`config.mk`:
```
export PLATFORM = sky130hd
export DESIGN_NAME = seg_scan_ctrl
export DESIGN_NICKNAME = d
export VERILOG_FILES = /design/src/rtl/seg_scan_ctrl.sv
export SDC_FILE = /design/constraint.sdc
export NUM_CORES = 1
export LEC_CHECK = 0
export CORE_AREA = 2 2 101 103
export CTS_CLUSTER_DIAMETER = 80
export DETAILED_ROUTE_END_ITERATION = 8
export DIE_AREA = 0 0 103 105
export SLEW_MARGIN = 10
export SYNTH_ARGS = -nofsm -noshare
export SYNTH_HDL_FRONTEND = slang
export SYNTH_SLANG_ARGS = --single-unit
```
`constraint.sdc`:
```
create_clock -name clk -period 3.96 [get_ports clk]
set_input_delay 0.99 -clock clk [delete_from_list [all_inputs] [get_ports clk]]
set_output_delay 0.99 -clock clk [all_outputs]
set_load 0.01 [all_outputs]
```
`src/rtl/seg_scan_ctrl.sv`:
```
// Scan controller for a 4-digit common-anode 7-segment display.
// Values enter a pending register by handshake and reach the display only at frame boundaries.
module seg_scan_ctrl #(
  parameter int DIGIT_CYCLES = 100000,
  parameter int BLANK_CYCLES = 1000
) (
  input  logic        clk,
  input  logic        reset,
  input  logic        load_valid,
  output logic        load_ready,
  input  logic [15:0] load_value,
  input  logic [3:0]  load_dp,
  input  logic [3:0]  blank_mask,
  input  logic        lz_blank,
  output logic [3:0]  an,
  output logic [7:0]  seg,
  output logic        frame_tick
);
  localparam int MAXC = (DIGIT_CYCLES > BLANK_CYCLES) ? DIGIT_CYCLES : BLANK_CYCLES;
  localparam int CW   = $clog2(MAXC) + 1;

  typedef enum logic {BLANK, SHOW} st_t;

  st_t         st, st_n;
  logic [CW-1:0] cnt, cnt_n;
  logic [1:0]  dig, dig_n;
  logic [15:0] shadow, shadow_n, pend;
  logic [3:0]  sdp, sdp_n, pdp;
  logic        pend_vld, pend_vld_n;
  logic        xfer, boundary;
  logic [3:0]  nib, lzb, an_n;
  logic [7:0]  seg_n;

  function automatic logic [6:0] enc(input logic [3:0] n);
    case (n)
      4'h0: enc = 7'h40; 4'h1: enc = 7'h79; 4'h2: enc = 7'h24; 4'h3: enc = 7'h30;
      4'h4: enc = 7'h19; 4'h5: enc = 7'h12; 4'h6: enc = 7'h02; 4'h7: enc = 7'h78;
      4'h8: enc = 7'h00; 4'h9: enc = 7'h10; 4'hA: enc = 7'h08; 4'hB: enc = 7'h03;
      4'hC: enc = 7'h46; 4'hD: enc = 7'h21; 4'hE: enc = 7'h06; default: enc = 7'h0E;
    endcase
  endfunction

  always_comb begin
    st_n     = st;
    cnt_n    = cnt + CW'(1);
    dig_n    = dig;
    boundary = 1'b0;
    case (st)
      BLANK: if (cnt == CW'(BLANK_CYCLES - 1)) begin
        st_n  = SHOW;
        cnt_n = '0;
      end
      default: if (cnt == CW'(DIGIT_CYCLES - 1)) begin
        st_n     = BLANK;
        cnt_n    = '0;
        dig_n    = dig + 2'd1;
        boundary = (dig == 2'd3);
      end
    endcase
  end

  // load_ready mirrors "nothing pending", so a transfer never coincides with a shadow update
  always_comb begin
    xfer       = load_valid & load_ready;
    shadow_n   = shadow;
    sdp_n      = sdp;
    if (boundary && pend_vld) begin
      shadow_n = pend;
      sdp_n    = pdp;
    end
    pend_vld_n = xfer | (pend_vld & ~boundary);
  end

  // Outputs are registered from next-cycle state so they line up with the FSM phase
  always_comb begin
    nib    = shadow_n[{dig_n, 2'b00} +: 4];
    lzb[3] = lz_blank & (shadow_n[15:12] == 4'h0);
    lzb[2] = lzb[3] & (shadow_n[11:8] == 4'h0);
    lzb[1] = lzb[2] & (shadow_n[7:4] == 4'h0);
    lzb[0] = 1'b0;
    an_n   = 4'hF;
    seg_n  = 8'hFF;
    if (st_n == SHOW && !blank_mask[dig_n] && !lzb[dig_n]) begin
      an_n  = ~(4'b0001 << dig_n);
      seg_n = {~sdp_n[dig_n], enc(nib)};
    end
  end

  always_ff @(posedge clk) begin
    if (reset) begin
      st         <= BLANK;
      cnt        <= '0;
      dig        <= 2'd0;
      shadow     <= 16'h0;
      sdp        <= 4'h0;
      pend       <= 16'h0;
      pdp        <= 4'h0;
      pend_vld   <= 1'b0;
      an         <= 4'hF;
      seg        <= 8'hFF;
      frame_tick <= 1'b0;
      load_ready <= 1'b1;
    end else begin
      st         <= st_n;
      cnt        <= cnt_n;
      dig        <= dig_n;
      shadow     <= shadow_n;
      sdp        <= sdp_n;
      pend_vld   <= pend_vld_n;
      if (xfer) begin
        pend <= load_value;
        pdp  <= load_dp;
      end
      an         <= an_n;
      seg        <= seg_n;
      frame_tick <= boundary & pend_vld;
      load_ready <= ~pend_vld_n;
    end
  end
endmodule

```
==> run_results.csv, run 1 <==
group,metric,value,unit
status,status,"complete, no violations",
finish,areaGrowthSynthToFinish,19.5,%
sta,finalCritPeriodShare,0.835,
sta,grt_setup_unrepaired,"no",
cts,cts_setup_buffers,0,
cts,insertion_delay,350,ps
routing,dr_wl_met2,4130,um
synthesis,synth-compound-area-share,0.162,
sta,finalHoldViolations,0,
worst_hold_path,hold_class,"flip-flop to flip-flop",
job,maxCapViolations,0,
sta,setup-violations-final,0,
cts,cts_tree,"done",
cts,numCtsBuffers,9,
place,gp_congestion,0.948,
routing,drt_pass1_iterations,7,
synthesis,ys_async_sr_fraction,0,
setup_path,crit_slowest_cell,"a2111o_1",
cts,cts-root-buf,"clkbuf_8",
pwr,vdd_drop_max,0.194,mV
routing,totalWireLength,9810,um
floorplan,die_h,105,um
sta,tightest_slew,677,ps
finish,multi_input_area,2130,um^2
floorplan,die_width,103,um
cts,cts_buffer_depth,2,
global_routing,antenna_found_initial,0,
routing,vias_per_cell,5.26,
finish,drive_gt1_frac,0.100,
floorplan,core-area,9640,um^2
worst_hold_path,min-delay-start,"cnt[0]",
place,post_dp_cell_area,4370,um^2
synthesis,synthMuxAreaShare,0.0556,
routing,ant_nets,0,
routing,dr.first_iter.drc_count,230,
finish,diodes,0,
sta,fin_crit,3310,ps
synthesis,netlist_instances,469,
routing,top_layer,"met4",
sta,fmax,302,MHz
setup_path,crit_arrival,3600,ps
setup_path,worst_setup_path_start_kind,"flip-flop",
cts,ctsResizeCount,0,
setup_path,crit-reg2reg-launch,"cnt[0]",
setup_path,reg2reg_depth,11,
synthesis,yosys_warnings,0,
global_routing,grt_pass1_vias,3269,
finish,ff_latch_area,1520,um^2
floorplan,io_pins,42,
global_routing,grt_overflow,0,
synthesis,ys_ff_latch,76,
floorplan,rows,36,
sta,max_slew_margin,0.549,
global_routing,grt_start_max_net_pins,46,
pwr,leakage,1.65,nW
place,numPortBuffers,41,
finish,stdcell_area,4570,um^2
cts,cts-hold-fix-buffers,0,
setup_path,cp-end-kind,"flip-flop",
setup_path,critPathLaunch,"cnt[0]",
setup_path,cp_cell_sequence,"ha_1 > and4_1 > nand2_1 > nor2_4 > nor4_1 > a2111o_1 > o21ai_4 > inv_1 > ha_1 > mux4_2 > nand2_1",
routing,met1_length,4890,um
routing,drc,0,
finish,fillers,1001,
synthesis,yosys.area_share.simple,0.276,
place,dpl.hpwl,7240,um
global_routing,grt_pass1_wl,16500,um
synthesis,synth_adder_area_share,0.0262,
sta,slew_viol_final,0,
setup_path,crit_fanout,12,
worst_hold_path,holdPathStages,1,
cts,cts_max_level,3,
routing,wl_met3,556,um
setup_path,cp.required,4260,ps
synthesis,syn_area_per_cell,8.16,um^2
synthesis,synth_nets,505,
cts,clk_pin_slew,80,ps
setup_path,max_stage_delay,450,ps
floorplan,start_util,0.397,
synthesis,synthesis.area,3830,um^2
synthesis,synth_edf_count,0,
routing,drt-wirelength-per-cell,15.3,um
sta,setup-tns-final,0,ps
cts,cts_sinks,76,
synthesis,synth_xor_area_frac,0.0366,
floorplan,die_area,10800,um^2
finish,nets,540,
global_routing,track_usage,0.196,
synthesis,synth_top_family_by_area,"simple AND/OR/NAND/NOR gates",
routing,via_count,3380,
setup_path,crit_type,"flip-flop to flip-flop",
synthesis,ys_types,62,
synthesis,yosysSeqAreaShare,0.398,
sta,skew,7.21,ps
pwr,p_per_area,327,nW/um^2
synthesis,synthFlopType,"dfxtp_1",
==> through the flow <==
| stage | total power, W | setup WS [ps] | hold slack, ps | cells | utilization |
|---|---|---|---|---|---|
| final | 0.00149 | 652 | 449 | 642 | 0.474 |
| after global routing | 0.00156 | 303 | 487 | 642 | 0.474 |
| after CTS | 0.00151 | 671 | 450 | 642 | 0.474 |
| after detailed placement | 0.000895 | 686 | 438 | 626 | 0.453 |
| after global placement | 0.000893 | 760 | 434 | 626 | 0.453 |
| after floorplan | 0.000850 | 1110 | 418 | 469 | - |
==> layer usage <==
| layer | track usage | up-vias |
|---|---|---|
| met5 | 0 | - |
| met1 | 0.283 | 1547 |
| li1 | - | 1702 |
| met3 | 0.0435 | 23 |
| met4 | 0.0714 | 0 |
| met2 | 0.282 | 108 |
==> where the power goes <==
group	leakage, nW	internal, W	total [W]	switching, W
clock	0.0984	0.000301	0.000618	0.000317
sequential	0.617	0.000780	0.000797	0.0000165
combinational	0.930	0.0000411	0.0000791	0.0000380
total	1.65	0.00112	0.00149	0.000372
==> layout make-up <==
type / count / share of cell area
Inverter: 16 / 0.0131
Tap cell: 133 / 0.0364
Clock buffer: 9 / 0.0271
Timing Repair Buffer: 51 / 0.106
Sequential cell: 76 / 0.333
Clock inverter: 7 / 0.0181
Multi-Input combinational cell: 350 / 0.466
==> worst max-delay path: cells and delay by family (launching register included) <==
family	cells	cell delay, ps
and+or+nand+nor	5	1140
AOI/OAI and AO/OA	2	670
adders and majority gates	2	500
muxes	1	450
DFF	1	360
buffers and inverters	1	120
==> Yosys cell counts, drive strengths merged, types with 7 or more instances <==
master,number,area [um^2]
buf,12,61.3
nor3,12,81.3
ha,8,100
inv,16,60.1
dfxtp,76,1520
clkbuf,15,56.3
nor2,41,171
a21oi,48,240
o21ai,13,87.6
nor4,11,81.3
nand3,14,75.1
and4,7,62.6
nand2,104,390
mux2i,14,153
xnor2,10,87.6
==> placed cells by master, fill, tap and decap left out, types with 9 or more instances in the layout <==
cell type,count
buf_4,10
nand2_1,104
clkbuf_8,9
a21oi_1,48
xnor2_1,10
nor4_1,9
inv_1,16
mux2i_1,13
dfxtp_1,76
clkdlybuf4s50_1,41
nand3_1,13
nor2_1,38
==> cell families after synthesis <==
| logic type | count (synthesis) |
|---|---|
| compound gates | 96 |
| xor+xnor | 16 |
| fa+ha+maj | 8 |
| buf+inv | 43 |
| flops | 76 |
| mux | 18 |
| simple gates | 212 |
==> path summary, 6_finish.rpt <==
| check | endpoint | slack, ps |
|---|---|---|
| hold / removal | cnt[0] | 450 |
| setup / recovery | seg[3] | 650 |
| setup reg to reg | seg[3] | 650 |
| hold reg to reg | cnt[0] | 450 |
==> sequential cells by signal (all words and copies together) (netlist names), 2 cells and up <==
| signal | count |
|---|---|
| pend | 16 |
| dig | 2 |
| an | 4 |
| seg | 8 |
| cnt | 18 |
| pdp | 4 |
| shadow | 16 |
| sdp | 4 |
Note: power is estimated with default switching activity, not from simulation.
==> run 2, diff against run 1 <==
==> constraint.sdc (replaced) <==
create_clock -name clk -period 2.8 [get_ports clk]
set_input_delay 0.7 -clock clk [delete_from_list [all_inputs] [get_ports clk]]
set_output_delay 0.7 -clock clk [all_outputs]
set_load 0.01 [all_outputs]
==> run_results.csv, run 2 (same netlist as run 1, synthesis figures left out) <==
group,metric,value,unit
status,status,"complete, no violations",
pwr,vdd_drop_max,0.339,mV
job,maxCapViolations,0,
pwr,leakage,1.92,nW
worst_hold_path,hold_end,"sdp[3]",
global_routing,grt_pass1_wl,17100,um
sta,tightest_slew,645,ps
cts,cts_buffer_depth,2,
setup_path,r2r_end,"seg[3]",
routing,dr.first_iter.drc_count,164,
cts,numCtsBuffers,9,
routing,totalWireLength,10700,um
setup_path,crit_fanout,4,
floorplan,die_width,103,um
sta,max_slew_margin,0.570,
cts,cts_max_level,3,
finish,largest_register_ffs,18,
floorplan,core-area,9640,um^2
cts,cts_sinks,76,
global_routing,antenna_found_initial,0,
finish,top_regs,"cnt x18, pend x16, shadow x16",
worst_hold_path,hold_class,"flip-flop to flip-flop",
routing,ant_nets,0,
finish,stdcell_area,5140,um^2
sta,setup-violations-final,0,
finish,drive_gt1_frac,0.228,
sta,whs,453,ps
setup_path,reg2reg_depth,10,
setup_path,rrSetupSlack,20,ps
setup_path,crit_arrival,3100,ps
place,dpl.hpwl,7910,um
setup_path,cp-end-kind,"flip-flop",
global_routing,grt_start_max_net_pins,46,
routing,drt-wirelength-per-cell,15.4,um
worst_hold_path,holdPathStages,2,
sta,finalCritPeriodShare,0.994,
cts,insertion_delay,360,ps
sta,fin_crit,2780,ps
pwr,power_frac_comb,0.053,
global_routing,grt_pass1_vias,3359,
finish,diodes,0,
setup_path,crit_type,"flip-flop to flip-flop",
global_routing,grt_overflow,0,
floorplan,start_util,0.397,
setup_path,cp.required,3110,ps
floorplan,die_area,10800,um^2
sta,finalHoldViolations,0,
floorplan,rows,36,
global_routing,track_usage,0.205,
routing,vias_per_cell,5.14,
sta,slew_viol_final,0,
pwr,clkPwrFrac,0.429,
finish,layout_common_cells,"nand2_1 (101), dfxtp_1 (74), buf_4 (61), a21oi_1 (46), clkdlybuf4s50_1 (41)",
routing,drt_pass1_iterations,5,
place,post_dp_cell_area,4700,um^2
pwr,p_sw,0.000488,W
routing,via_count,3571,
pwr,p_per_area,424,nW/um^2
sta,skew,13.3,ps
pwr,p_int,0.00169,W
routing,drc,0,
place,gp_congestion,0.954,
cts,cts_tree,"done",
pwr,seqPwrFrac,0.517,
setup_path,crit-reg2reg-launch,"cnt[8]",
finish,top_register,"cnt",
finish,nets,593,
floorplan,die_h,105,um
cts,clk_pin_slew,80,ps
cts,cts-root-buf,"clkbuf_8",
sta,fmax,359,MHz
floorplan,io_pins,42,
worst_hold_path,min-delay-start,"sdp[3]",
sta,grt_setup_unrepaired,"yes",
place,numPortBuffers,41,
setup_path,worst_setup_path_start_kind,"flip-flop",
finish,areaGrowthSynthToFinish,34.4,%
finish,final_common_cell,"nand2_1",
pwr,netSwitchingFraction,0.224,
run 2: how the worst max path moves through the flow:
stage	slack (ps)	endpoint	from	depth (start not counted)
finish	20	seg[3]	cnt[8]	10
global route	-130	seg[3]	cnt[8]	11
CTS	5	seg[3]	cnt[0]	12
detailed placement	-100	seg[3]	cnt[0]	12
global placement	-120	seg[3]	cnt[0]	11
floorplan	40	seg[3]	cnt[5]	11
run 2: layout make-up:
class,instances,area [um^2]
Clock inverter,4,72.6
Tap cell,133,166
Clock buffer,12,145
Fill cell,962,4500
Multi-Input combinational cell,350,2280
Sequential cell,76,1520
Inverter,16,60.1
Timing Repair Buffer,104,891
run 2: worst max-delay path, cell delays in order (launching register included):
cell and delay (ps):
dfxtp_2 340, nor4b_4 340, nand4_4 200, o21ai_4 240
mux2i_4 100, a2111o_1 460, o21ai_4 210, inv_2 90
ha_4 240, mux4_2 440, nand2_1 60
run 2: per-layer routing:
metal | GRT usage | up-vias | share of wire
met5 | 0 | - | 0
met4 | 0.0733 | 0 | 0.021
met3 | 0.0441 | 17 | 0.058
met2 | 0.309 | 102 | 0.44
met1 | 0.285 | 1642 | 0.48
li1 | - | 1810 | -
run 2: stage by stage:
step,setup TNS [ps],utilization,power [W],std cells,setup WS (ps)
2_1_floorplan,0,-,0.00120,469,37.3
3_3_place_gp,-181,0.488,0.00127,669,-124
3_5_place_dp,-143,0.488,0.00127,669,-97.8
4_1_cts,0,0.514,0.00220,687,5.18
5_1_grt,-427,0.534,0.00226,695,-130
6_report,0,0.534,0.00218,695,15.7
run 2: power groups by stage:
stage / clock [W] / combinational, W / sequential [W]
4_1_cts: 0.000954 / 0.000117 / 0.00113
6_report: 0.000936 / 0.000116 / 0.00113
3_5_place_dp: 0 / 0.000116 / 0.00115
5_1_grt: 0.00100 / 0.000131 / 0.00113
3_3_place_gp: 0 / 0.000115 / 0.00115
2_1_floorplan: 0 / 0.0000584 / 0.00114
run 2: repair_timing:
| item | in CTS | in global routing |
|---|---|---|
| gates resized for setup | 8 | 30 |
| hold buffers | 0 | 0 |
| buffers inserted | 2 | 8 |
| endpoints found under the hold margin | 0 | 0 |
| setup endpoints to repair | 4 | 12 |
| pin swaps | 2 | 15 |
==> run 3, diff against run 2 <==
==> constraint.sdc (replaced) <==
create_clock -name clk -period 3.2 [get_ports clk]
set_input_delay 0.8 -clock clk [delete_from_list [all_inputs] [get_ports clk]]
set_output_delay 0.8 -clock clk [all_outputs]
set_load 0.01 [all_outputs]
==> run_results.csv, run 3 (same netlist as run 1, synthesis figures left out) <==
group,metric,value,unit
sta,grt_setup_unrepaired,"no",
routing,drt-wirelength-per-cell,15.5,um
finish,areaGrowthSynthToFinish,21.1,%
pwr,seqPwrFrac,0.515,
routing,drt_pass1_iterations,4,
pwr,netSwitchingFraction,0.238,
setup_path,cp_cell_sequence,"nor4b_4 > nand4_4 > o21ai_4 > mux2i_4 > a2111o_1 > o21ai_4 > inv_1 > ha_1 > mux4_2 > nand2_1",
floorplan,die_h,105,um
finish,largest_register_ffs,18,
pwr,p_per_area,413,nW/um^2
finish,drive_gt1_frac,0.115,
finish,final_common_cell,"nand2_1",
sta,setup-violations-final,0,
place,gp_congestion,0.923,
sta,slew_viol_final,0,
cts,numCtsBuffers,9,
place,pre_cts_ws,140,ps
setup_path,crit_top_cell,"o21ai_4",
setup_path,worst_setup_path_start_kind,"flip-flop",
cts,cts_sinks,76,
cts,cts_buffer_depth,2,
pwr,leakage,1.68,nW
cts,cts-root-buf,"clkbuf_8",
finish,ff_latch_area,1520,um^2
setup_path,crit_arrival,3320,ps
global_routing,grt_pass1_vias,3246,
pwr,fin_total_pwr,0.00191,W
setup_path,path_buf_inv,1,
finish,nets,545,
sta,tightest_slew,707,ps
sta,finalHoldViolations,0,
finish,fillers,1002,
sta,whs,455,ps
setup_path,crit_fanout,6,
status,status,"complete, no violations",
finish,stdcell_area,4630,um^2
pwr,p_sw,0.000455,W
floorplan,io_pins,42,
sta,skew,11.5,ps
floorplan,die_area,10800,um^2
setup_path,cp-end-kind,"flip-flop",
pwr,vdd_drop_max,0.182,mV
global_routing,track_usage,0.195,
routing,dr.first_iter.drc_count,231,
pwr,p_int,0.00146,W
place,dpl.hpwl,7360,um
finish,top_register,"cnt",
job,maxCapViolations,0,
setup_path,crit_slowest_cell,"a2111o_1",
setup_path,crit_type,"flip-flop to flip-flop",
sta,setup-tns-final,0,ps
place,post_dp_cell_area,4390,um^2
routing,via_count,3410,
setup_path,crit_family,"compound AO/OA/AOI/OAI gates",
pwr,power_frac_comb,0.051,
routing,totalWireLength,10000,um
routing,vias_per_cell,5.27,
sta,fin_crit,3020,ps
cts,cts_tree,"done",
cts,cts_max_level,3,
global_routing,grt_start_max_net_pins,45,
worst_hold_path,hold_class,"flip-flop to flip-flop",
finish,multi_input_area,2140,um^2
sta,finalCritPeriodShare,0.945,
routing,drc,0,
floorplan,start_util,0.397,
global_routing,antenna_found_initial,0,
finish,diodes,0,
cts,clk_pin_slew,80,ps
pwr,clkPwrFrac,0.434,
sta,fmax,331,MHz
setup_path,max_stage_delay,480,ps
place,numPortBuffers,41,
routing,ant_nets,0,
setup_path,cp.required,3500,ps
global_routing,grt_overflow,0,
floorplan,core-area,9640,um^2
finish,layout_common_cells,"nand2_1 (103), dfxtp_1 (76), a21oi_1 (48), clkdlybuf4s50_1 (41), nor2_1 (38)",
finish,top_regs,"cnt x18, pend x16, shadow x16",
cts,insertion_delay,360,ps
sta,max_slew_margin,0.528,
global_routing,grt_pass1_wl,16600,um
floorplan,rows,36,
sta,setup_ws,176,ps
cts,cts-hold-fix-buffers,0,
floorplan,die_width,103,um
==> run 3: cell types whose count changed in the layout (fill, tap and decap cells not counted), sizes merged <==
| cell | previous run | this run |
|---|---|---|
| buf | 63 | 15 |
| clkinv | 1 | 3 |
| inv | 16 | 17 |
| clkbuf | 12 | 9 |
==> run 3: final timing paths <==
path                            startpoint     end  slack (ps)  cells after the start
worst max-delay path                cnt[6]  seg[3]         180                     10
worst min-delay path                cnt[0]  cnt[0]         460                      1
worst max register to register      cnt[6]  seg[3]         180                     10
worst min register to register      cnt[0]  cnt[0]         460                      1
==> run 3: layer usage <==
| metal | vias to the layer above | part of all wire | routed length [um] | GRT usage |
|---|---|---|---|---|
| met5 | - | 0 | 0 | 0 |
| met4 | 0 | 0.017 | 174 | 0.0620 |
| met3 | 15 | 0.040 | 403 | 0.0314 |
| met2 | 92 | 0.45 | 4490 | 0.288 |
| met1 | 1597 | 0.49 | 4930 | 0.287 |
| li1 | 1706 | - | - | - |
==> run 3: through the flow <==
step / util / instances
global placement: 0.455 / 629
detailed placement: 0.455 / 629
global route: 0.481 / 647
floorplan: - / 469
CTS: 0.478 / 645
finish: 0.481 / 647
==> run 3: layout make-up <==
cell class / count / share of cell area
Tap cell: 133 / 0.0359
Clock inverter: 7 / 0.0213
Multi-Input combinational cell: 350 / 0.462
Sequential cell: 76 / 0.328
Timing Repair Buffer: 56 / 0.113
Inverter: 16 / 0.0130
Clock buffer: 9 / 0.0267
==> run 3: repair_timing <==
| action | CTS | global route |
|---|---|---|
| setup buffers | 0 | 2 |
| setup endpoints to repair | 0 | 1 |
| resized for setup | 0 | 5 |
==> run 3: power by group through the flow <==
stage	clock network [W]	registers (W)	logic (W)
CTS	0.000860	0.000986	0.0000997
finish	0.000831	0.000986	0.0000982
detailed placement	0	0.00101	0.0000995
floorplan	0	0.00100	0.0000511
global route	0.000880	0.000989	0.000111
global placement	0	0.00101	0.0000984
